[src/rtl/acumulador_soma.sv]
// ---------------------------------------------------------------------------
// acumulador_soma
//
// Purpose:
//   Sits after the 4-bit full adder stage. Each adder result {ccout, ss} is an
//   unsigned value from 0 to 31. A run adds up `len` of these results in an
//   ACC_W-bit accumulator. The block then holds the final total until the
//   consumer takes it. A sticky flag records overflow of the accumulator
//   during the run.
//
// Optional feature (macro ACUMULADOR_SATURATE_EN):
//   defined   -> on overflow acc clamps to all-ones and stays there for the
//                rest of the run.
//   undefined -> on overflow acc wraps to the low ACC_W bits of the sum.
//   In both builds ovf is set on overflow.
//
// Handshake rules (both ports):
//   A transfer happens only on a rising clk edge where valid && ready.
//   Input port : in_valid/in_ready. in_ready is high only in ACC. in_ready
//                depends only on state, so it never depends on in_valid.
//   Output port: out_valid/out_ready. out_valid is high only in DONE. acc and
//                ovf hold steady for as long as out_valid=1 and out_ready=0.
//
// Ports:
//   clk        system clock; all state changes on the rising edge
//   rst        asynchronous active-high reset
//   start      request a new run (IDLE, or DONE together with out_ready)
//   len[3:0]   number of results in the run; latched when start is accepted
//   in_valid   adder result on ss/ccout is valid
//   in_ready   block accepts a result this cycle
//   ss[3:0]    sum bits from the adder
//   ccout      carry-out from the adder
//   acc        accumulated total (registered)
//   ovf        sticky overflow flag for the current run
//   out_valid  acc holds the final total of a completed run
//   out_ready  consumer takes the total
//   busy       run in progress (state ACC)
// ---------------------------------------------------------------------------
module acumulador_soma #(
  parameter int ACC_W = 8
) (
  input  logic             clk,
  input  logic             rst,
  input  logic             start,
  input  logic [3:0]       len,
  input  logic             in_valid,
  output logic             in_ready,
  input  logic [3:0]       ss,
  input  logic             ccout,
  output logic [ACC_W-1:0] acc,
  output logic             ovf,
  output logic             out_valid,
  input  logic             out_ready,
  output logic             busy
);

  typedef enum logic [1:0] {
    ST_IDLE = 2'd0,
    ST_ACC  = 2'd1,
    ST_DONE = 2'd2
  } state_t;

  state_t           state_q, state_d;
  logic [ACC_W-1:0] acc_q, acc_d;
  logic             ovf_q, ovf_d;
  logic [3:0]       cnt_q, cnt_d;
  logic [3:0]       len_q, len_d;

  logic [ACC_W:0]   sample_ext;
  logic [ACC_W:0]   sum;
  logic             start_accept;

  // The 5-bit sample is zero-extended to ACC_W+1 bits. The extra MSB of the
  // sum is then the overflow indication.
  assign sample_ext = {{(ACC_W-4){1'b0}}, ccout, ss};
  assign sum        = {1'b0, acc_q} + sample_ext;

  always_ff @(posedge clk or posedge rst) begin
    if (rst) begin
      state_q <= ST_IDLE;
      acc_q   <= '0;
      ovf_q   <= 1'b0;
      cnt_q   <= '0;
      len_q   <= '0;
    end else begin
      state_q <= state_d;
      acc_q   <= acc_d;
      ovf_q   <= ovf_d;
      cnt_q   <= cnt_d;
      len_q   <= len_d;
    end
  end

  always_comb begin
    state_d      = state_q;
    acc_d        = acc_q;
    ovf_d        = ovf_q;
    cnt_d        = cnt_q;
    len_d        = len_q;
    in_ready     = 1'b0;
    out_valid    = 1'b0;
    busy         = 1'b0;
    start_accept = 1'b0;

    case (state_q)
      ST_IDLE: begin
        // in_valid is ignored here; only start matters.
        if (start) start_accept = 1'b1;
      end

      ST_ACC: begin
        in_ready = 1'b1;
        busy     = 1'b1;
        if (in_valid) begin
          cnt_d = cnt_q + 4'd1;
`ifdef ACUMULADOR_SATURATE_EN
          // After the first overflow acc already holds all-ones. It stays
          // pinned there for the remainder of the run.
          if (ovf_q) begin
            acc_d = acc_q;
          end else if (sum[ACC_W]) begin
            acc_d = '1;
            ovf_d = 1'b1;
          end else begin
            acc_d = sum[ACC_W-1:0];
          end
`else
          acc_d = sum[ACC_W-1:0];
          if (sum[ACC_W]) ovf_d = 1'b1;
`endif
          // len_q is never 0 in ACC, so len_q-1 cannot underflow here.
          if (cnt_q == len_q - 4'd1) state_d = ST_DONE;
        end
      end

      ST_DONE: begin
        out_valid = 1'b1;
        // A start while the total is being taken is a back-to-back restart.
        // A start without out_ready is ignored.
        if (out_ready) begin
          if (start) start_accept = 1'b1;
          else       state_d      = ST_IDLE;
        end
      end

      default: state_d = ST_IDLE;
    endcase

    // A new run clears the total and the flag. An empty run (len=0) goes
    // straight to DONE with a total of zero.
    if (start_accept) begin
      acc_d   = '0;
      ovf_d   = 1'b0;
      cnt_d   = '0;
      len_d   = len;
      state_d = (len == 4'd0) ? ST_DONE : ST_ACC;
    end
  end

  assign acc = acc_q;
  assign ovf = ovf_q;

endmodule
[config.mk]
export PLATFORM = sky130hd
export DESIGN_NAME = acumulador_soma
export DESIGN_NICKNAME = d
export VERILOG_FILES = /design/src/rtl/acumulador_soma.sv
export SDC_FILE = /design/constraint.sdc
export NUM_CORES = 1
export LEC_CHECK = 0
export BUFFER_PORTS_ARGS = -buffer_cell sky130_fd_sc_hd__clkbuf_2
export CAP_MARGIN = 40
export CORE_AREA = 8 8 61 63
export CTS_CLUSTER_SIZE = 8
export DETAILED_ROUTE_END_ITERATION = 8
export DIE_AREA = 0 0 69 71
export PLACE_DENSITY = 0.7
export SETUP_SLACK_MARGIN = 0.15
export SLEW_MARGIN = 25
export SYNTH_ARGS = -nofsm -noshare
export SYNTH_HDL_FRONTEND = slang
export SYNTH_SLANG_ARGS = --single-unit
[constraint.sdc]
create_clock -name clk -period 1.97 [get_ports clk]
set_clock_uncertainty 0.15 [all_clocks]
set_input_delay 0 -clock clk [delete_from_list [all_inputs] [get_ports clk]]
set_output_delay 0 -clock clk [all_outputs]
set_load 0.03 [all_outputs]
==> summary.md <==
## Synth
- sky130_fd_sc_hd__dfrtp_1 — biggest area consumer among synthesized cells
- 35 — post-synthesis cell type count
- 0 — Synth warnings
- sky130_fd_sc_hd__dfrtp_1 — most used flip-flop cell after synthesis
- 40.5% — area share of the leading cell type in the synthesized netlist
- 19 — Yosys reg bits
- 0 — Post-synth EDFFs
- 9.62 sq um — average footprint of a synthesized cell
- 144 — Syn Nets
- 40.5% — sequential cell area fraction in the yosys report
- 122 — Post-Synthesis Cells
- 1170 sq um — Post-Syn Area
- sky130_fd_sc_hd__dfrtp_1 (41%), sky130_fd_sc_hd__ha_1 (7.5%), sky130_fd_sc_hd__nand2_1 (6.1%), sky130_fd_sc_hd__xor2_1 (5.2%), sky130_fd_sc_hd__o21ai_0 (5.1%) — top area cells in the synthesized netlist
- 100% — async set or reset register ratio after synthesis

## Finish
- 0 — diodes inserted
- 196 — fin cells
- 186 — net total in the final layout
- 28.8% — share of final-layout standard cells stronger than drive strength 1
- 264 — FILL cells
- 29.9% — relative area change from synthesis to final layout

## Worst setup path
- 110 ps — setup slack, reg-to-reg
- flip-flop to flip-flop — start-to-end type of the worst setup path
- acc[6]$_DFFE_PP0P_ — endpoint of the worst register-to-register path
- flip-flop — endpoint type of the worst setup path
- flip-flop — kind of start point of the critical path
- acc[0]$_DFFE_PP0P_ — source of the worst register-to-register timing path
- 3 — critical path fanouts, max
- 1940 ps — data arrival time of the critical path
- 7 — number of cells on the worst reg-to-reg path
- 2050 ps — required time of the critical path

## Timing
- 68.2% — Slew Limit Headroom
- 0 — count of final hold-check violations
- 473 ps — transition time of the tightest slew-check pin
- 94.4% — final cycle utilization of the critical path
- 0 — endpoints failing setup
- 30.3 ps — Fin Hold WS
- 0 ps — setup total negative slack
- 1860 ps — final critical delay including setup and external delays
- 0 — Slew Viols, Final
- true — RSZ-0062 raised after global routing
- 538 MHz — achievable frequency

## Global route
- 4.51 mm — wire length of the first global-routing pass
- 1,022 — via count of the first global-routing pass
- 11.1% — overall fraction of global-route tracks in use
- 20 — pin count of the biggest net entering global routing
- 0 — Overflow after GRT
- 0 — initial antenna violation count

## Min path
- input pin to flip-flop — Hold Crit Class
- ss[1] — Worst Min Path Start
- 4 — cell depth of the worst min-delay path
- acc[1]$_DFFE_PP0P_ — WHS Endpoint

## Floorplanning
- 4900 sq um — Die ar.
- 20 — floorplan row count
- 69 um — horizontal die dimension
- 41.1% — starting utilization of the core area
- 26 — top-level I/O count
- 71 um — Die Span Y
- 2850 sq um — Core ar.

## Drt
- 4 — drt first pass iters
- 5.11 — routed via count divided by cell count
- 1,001 — routed via count
- 24 — initial DRC count
- 2.77 mm — Total Routed Length
- 0 — antenna violation net count after detailed routing
- 0 — final routed DRC violation total
- 14.1 um — average wire length per cell after detail routing

## Power and ir drop
- 0.835 mV — Max rail drop VDD
- 0.00221 W — PnR Total Power
- 9.1% — Clock Power Share
- 0.00118 W — internal power of the cells
- 57.2% — logic gate share of total power
- 33.6% — fraction of power consumed by sequential logic
- 0.729 nW — Pleak
- 0.00103 W — net load switching power
- 46.6% — Sw Ratio
- 1450 nW/um^2 — power density over cell area

## Clocking
- 1 — # H-tree levels
- 19 — CTS sink count
- done — TritonCTS clock tree
- sky130_fd_sc_hd__clkbuf_4 — clock root buffer
- 110 ps — register clock-pin slew on the reported worst setup and hold paths
- 300 ps — Clk Latency, worst-skew pair
- 2 — number of buffers on the longest clock path
- 3 — clock buffers created by TritonCTS

## Placed design
- 2.00 mm — detailed-placement wirelength estimate
- 25 — number of buffers inserted by port buffering
- 0.872 — final weighted congestion in routability-driven placement
- 179 — placed insts

## Outcome
- completed — status

## Job
- 0 — max cap viols

## synth_stat cells, types with 2 or more instances
cell type / instances
sky130_fd_sc_hd__dfrtp_1: 19
sky130_fd_sc_hd__a21o_1: 2
sky130_fd_sc_hd__xor2_1: 7
sky130_fd_sc_hd__a22o_1: 3
sky130_fd_sc_hd__nor2_1: 5
sky130_fd_sc_hd__nand2_1: 19
sky130_fd_sc_hd__nor3_1: 2
sky130_fd_sc_hd__nand4_1: 2
sky130_fd_sc_hd__o211ai_1: 2
sky130_fd_sc_hd__o21a_1: 2
sky130_fd_sc_hd__o21ai_0: 12
sky130_fd_sc_hd__inv_1: 9
sky130_fd_sc_hd__a21oi_1: 3
sky130_fd_sc_hd__xnor2_1: 2
sky130_fd_sc_hd__mux2i_1: 3
sky130_fd_sc_hd__buf_4: 2
sky130_fd_sc_hd__ha_1: 7
sky130_fd_sc_hd__a211oi_1: 2
sky130_fd_sc_hd__nor2b_1: 3
## stage by stage
step / setup WS (ps) / cell area [sq um] / utilization [%]
after floorplan: 114 / 1190 / -
after global placement: 168 / 1350 / 47.2
after detailed placement: 101 / 1350 / 47.2
after CTS: 122 / 1480 / 51.8
after global routing: 10.5 / 1520 / 53.4
final: 111 / 1520 / 53.4
## worst max-delay path by stage
stage | slack (ps) | startpoint | to | cells after the start
floorplan | 110 | acc[0]$_DFFE_PP0P_ | acc[6]$_DFFE_PP0P_ | 7
global placement | 170 | acc[0]$_DFFE_PP0P_ | acc[6]$_DFFE_PP0P_ | 7
detailed placement | 100 | acc[0]$_DFFE_PP0P_ | acc[6]$_DFFE_PP0P_ | 7
CTS | 120 | acc[0]$_DFFE_PP0P_ | acc[6]$_DFFE_PP0P_ | 7
global route | 10 | acc[0]$_DFFE_PP0P_ | acc[6]$_DFFE_PP0P_ | 7
finish | 110 | acc[0]$_DFFE_PP0P_ | acc[6]$_DFFE_PP0P_ | 7
## area by class of cell
class | instances | area (sq um) | area share [%]
Clock buffer | 3 | 22.5 | 1.48
Clock inverter | 1 | 5.00 | 0.328
Inverter | 9 | 33.8 | 2.22
Multi-Input combinational cell | 91 | 673 | 44.2
Sequential cell | 19 | 478 | 31.4
Tap cell | 33 | 41.3 | 2.71
Timing Repair Buffer | 40 | 270 | 17.7
## power by group through the flow
stage	combinational, W	clock (W)	sequential (W)
floorplan	0.000769	0	0.000873
global placement	0.00114	0	0.000738
detailed placement	0.00117	0	0.000749
CTS	0.00122	0.000208	0.000737
global route	0.00140	0.000220	0.000771
finish	0.00126	0.000201	0.000742
## flip-flops by register name, indices dropped and copies added (netlist names)
name,cells
acc,8
cnt_q,4
len_q,4
ovf,1
state_q,2
## worst max-delay path, stage by stage, from the launching register on
cell and delay, ps:
sky130_fd_sc_hd__dfrtp_2 440, sky130_fd_sc_hd__ha_4 170, sky130_fd_sc_hd__inv_2 60, sky130_fd_sc_hd__fa_2 220, sky130_fd_sc_hd__nor2b_2 60, sky130_fd_sc_hd__o31a_1 270
sky130_fd_sc_hd__o211ai_1 200, sky130_fd_sc_hd__mux2i_1 220
## layer usage
metal	share of wire [%]	global-route usage (%)	wire length, um	vias up
met1	45	12.3	1240	473
met5	0	0	0	-
met3	3.8	2.52	104	4
met4	1.2	6.15	34	0
li1	-	-	-	506
met2	50	19.2	1400	18
## cells in the final DEF (no fill, tap or decap), types with 2 or more instances in the layout
cell type                       netlist  final
sky130_fd_sc_hd__a22o_1               3      3
sky130_fd_sc_hd__buf_4                2      4
sky130_fd_sc_hd__inv_1                9      8
sky130_fd_sc_hd__dfrtp_1             19     17
sky130_fd_sc_hd__dlygate4sd3_1        0     10
sky130_fd_sc_hd__a21oi_1              3      3
sky130_fd_sc_hd__o21ai_0             12     12
sky130_fd_sc_hd__nand2_1             19     19
sky130_fd_sc_hd__o21a_1               2      2
sky130_fd_sc_hd__xor2_1               7      7
sky130_fd_sc_hd__ha_1                 7      5
sky130_fd_sc_hd__clkbuf_2             0     25
sky130_fd_sc_hd__nor2b_1              3      2
sky130_fd_sc_hd__nor2_1               5      5
sky130_fd_sc_hd__ha_4                 0      2
sky130_fd_sc_hd__o211ai_1             2      2
sky130_fd_sc_hd__clkbuf_4             0      3
sky130_fd_sc_hd__nand4_1              2      2
sky130_fd_sc_hd__a21o_1               2      2
sky130_fd_sc_hd__xnor2_1              2      2
sky130_fd_sc_hd__mux2i_1              3      3
sky130_fd_sc_hd__a211oi_1             2      2
sky130_fd_sc_hd__dfrtp_2              0      2
## timing repair
item	in CTS	in global routing
hold endpoints to repair	29	2
hold buffers	9	1
pin swaps	4	2
resized for setup	1	3
endpoints found under the setup margin	2	5
setup buffers	2	0
## cells by family after synthesis
| kind of cell | share of synthesized area [%] |
|---|---|
| AND/OR/NAND/NOR | 18.0 |
| AO/OA/AOI/OAI | 17.9 |
| flip-flops | 40.5 |
| buffers and inverters | 5.12 |
| XOR/XNOR | 6.72 |
| adder cells (fa/ha/maj) | 9.17 |
| multiplexers | 2.56 |
(Power assumes the default switching activity.)
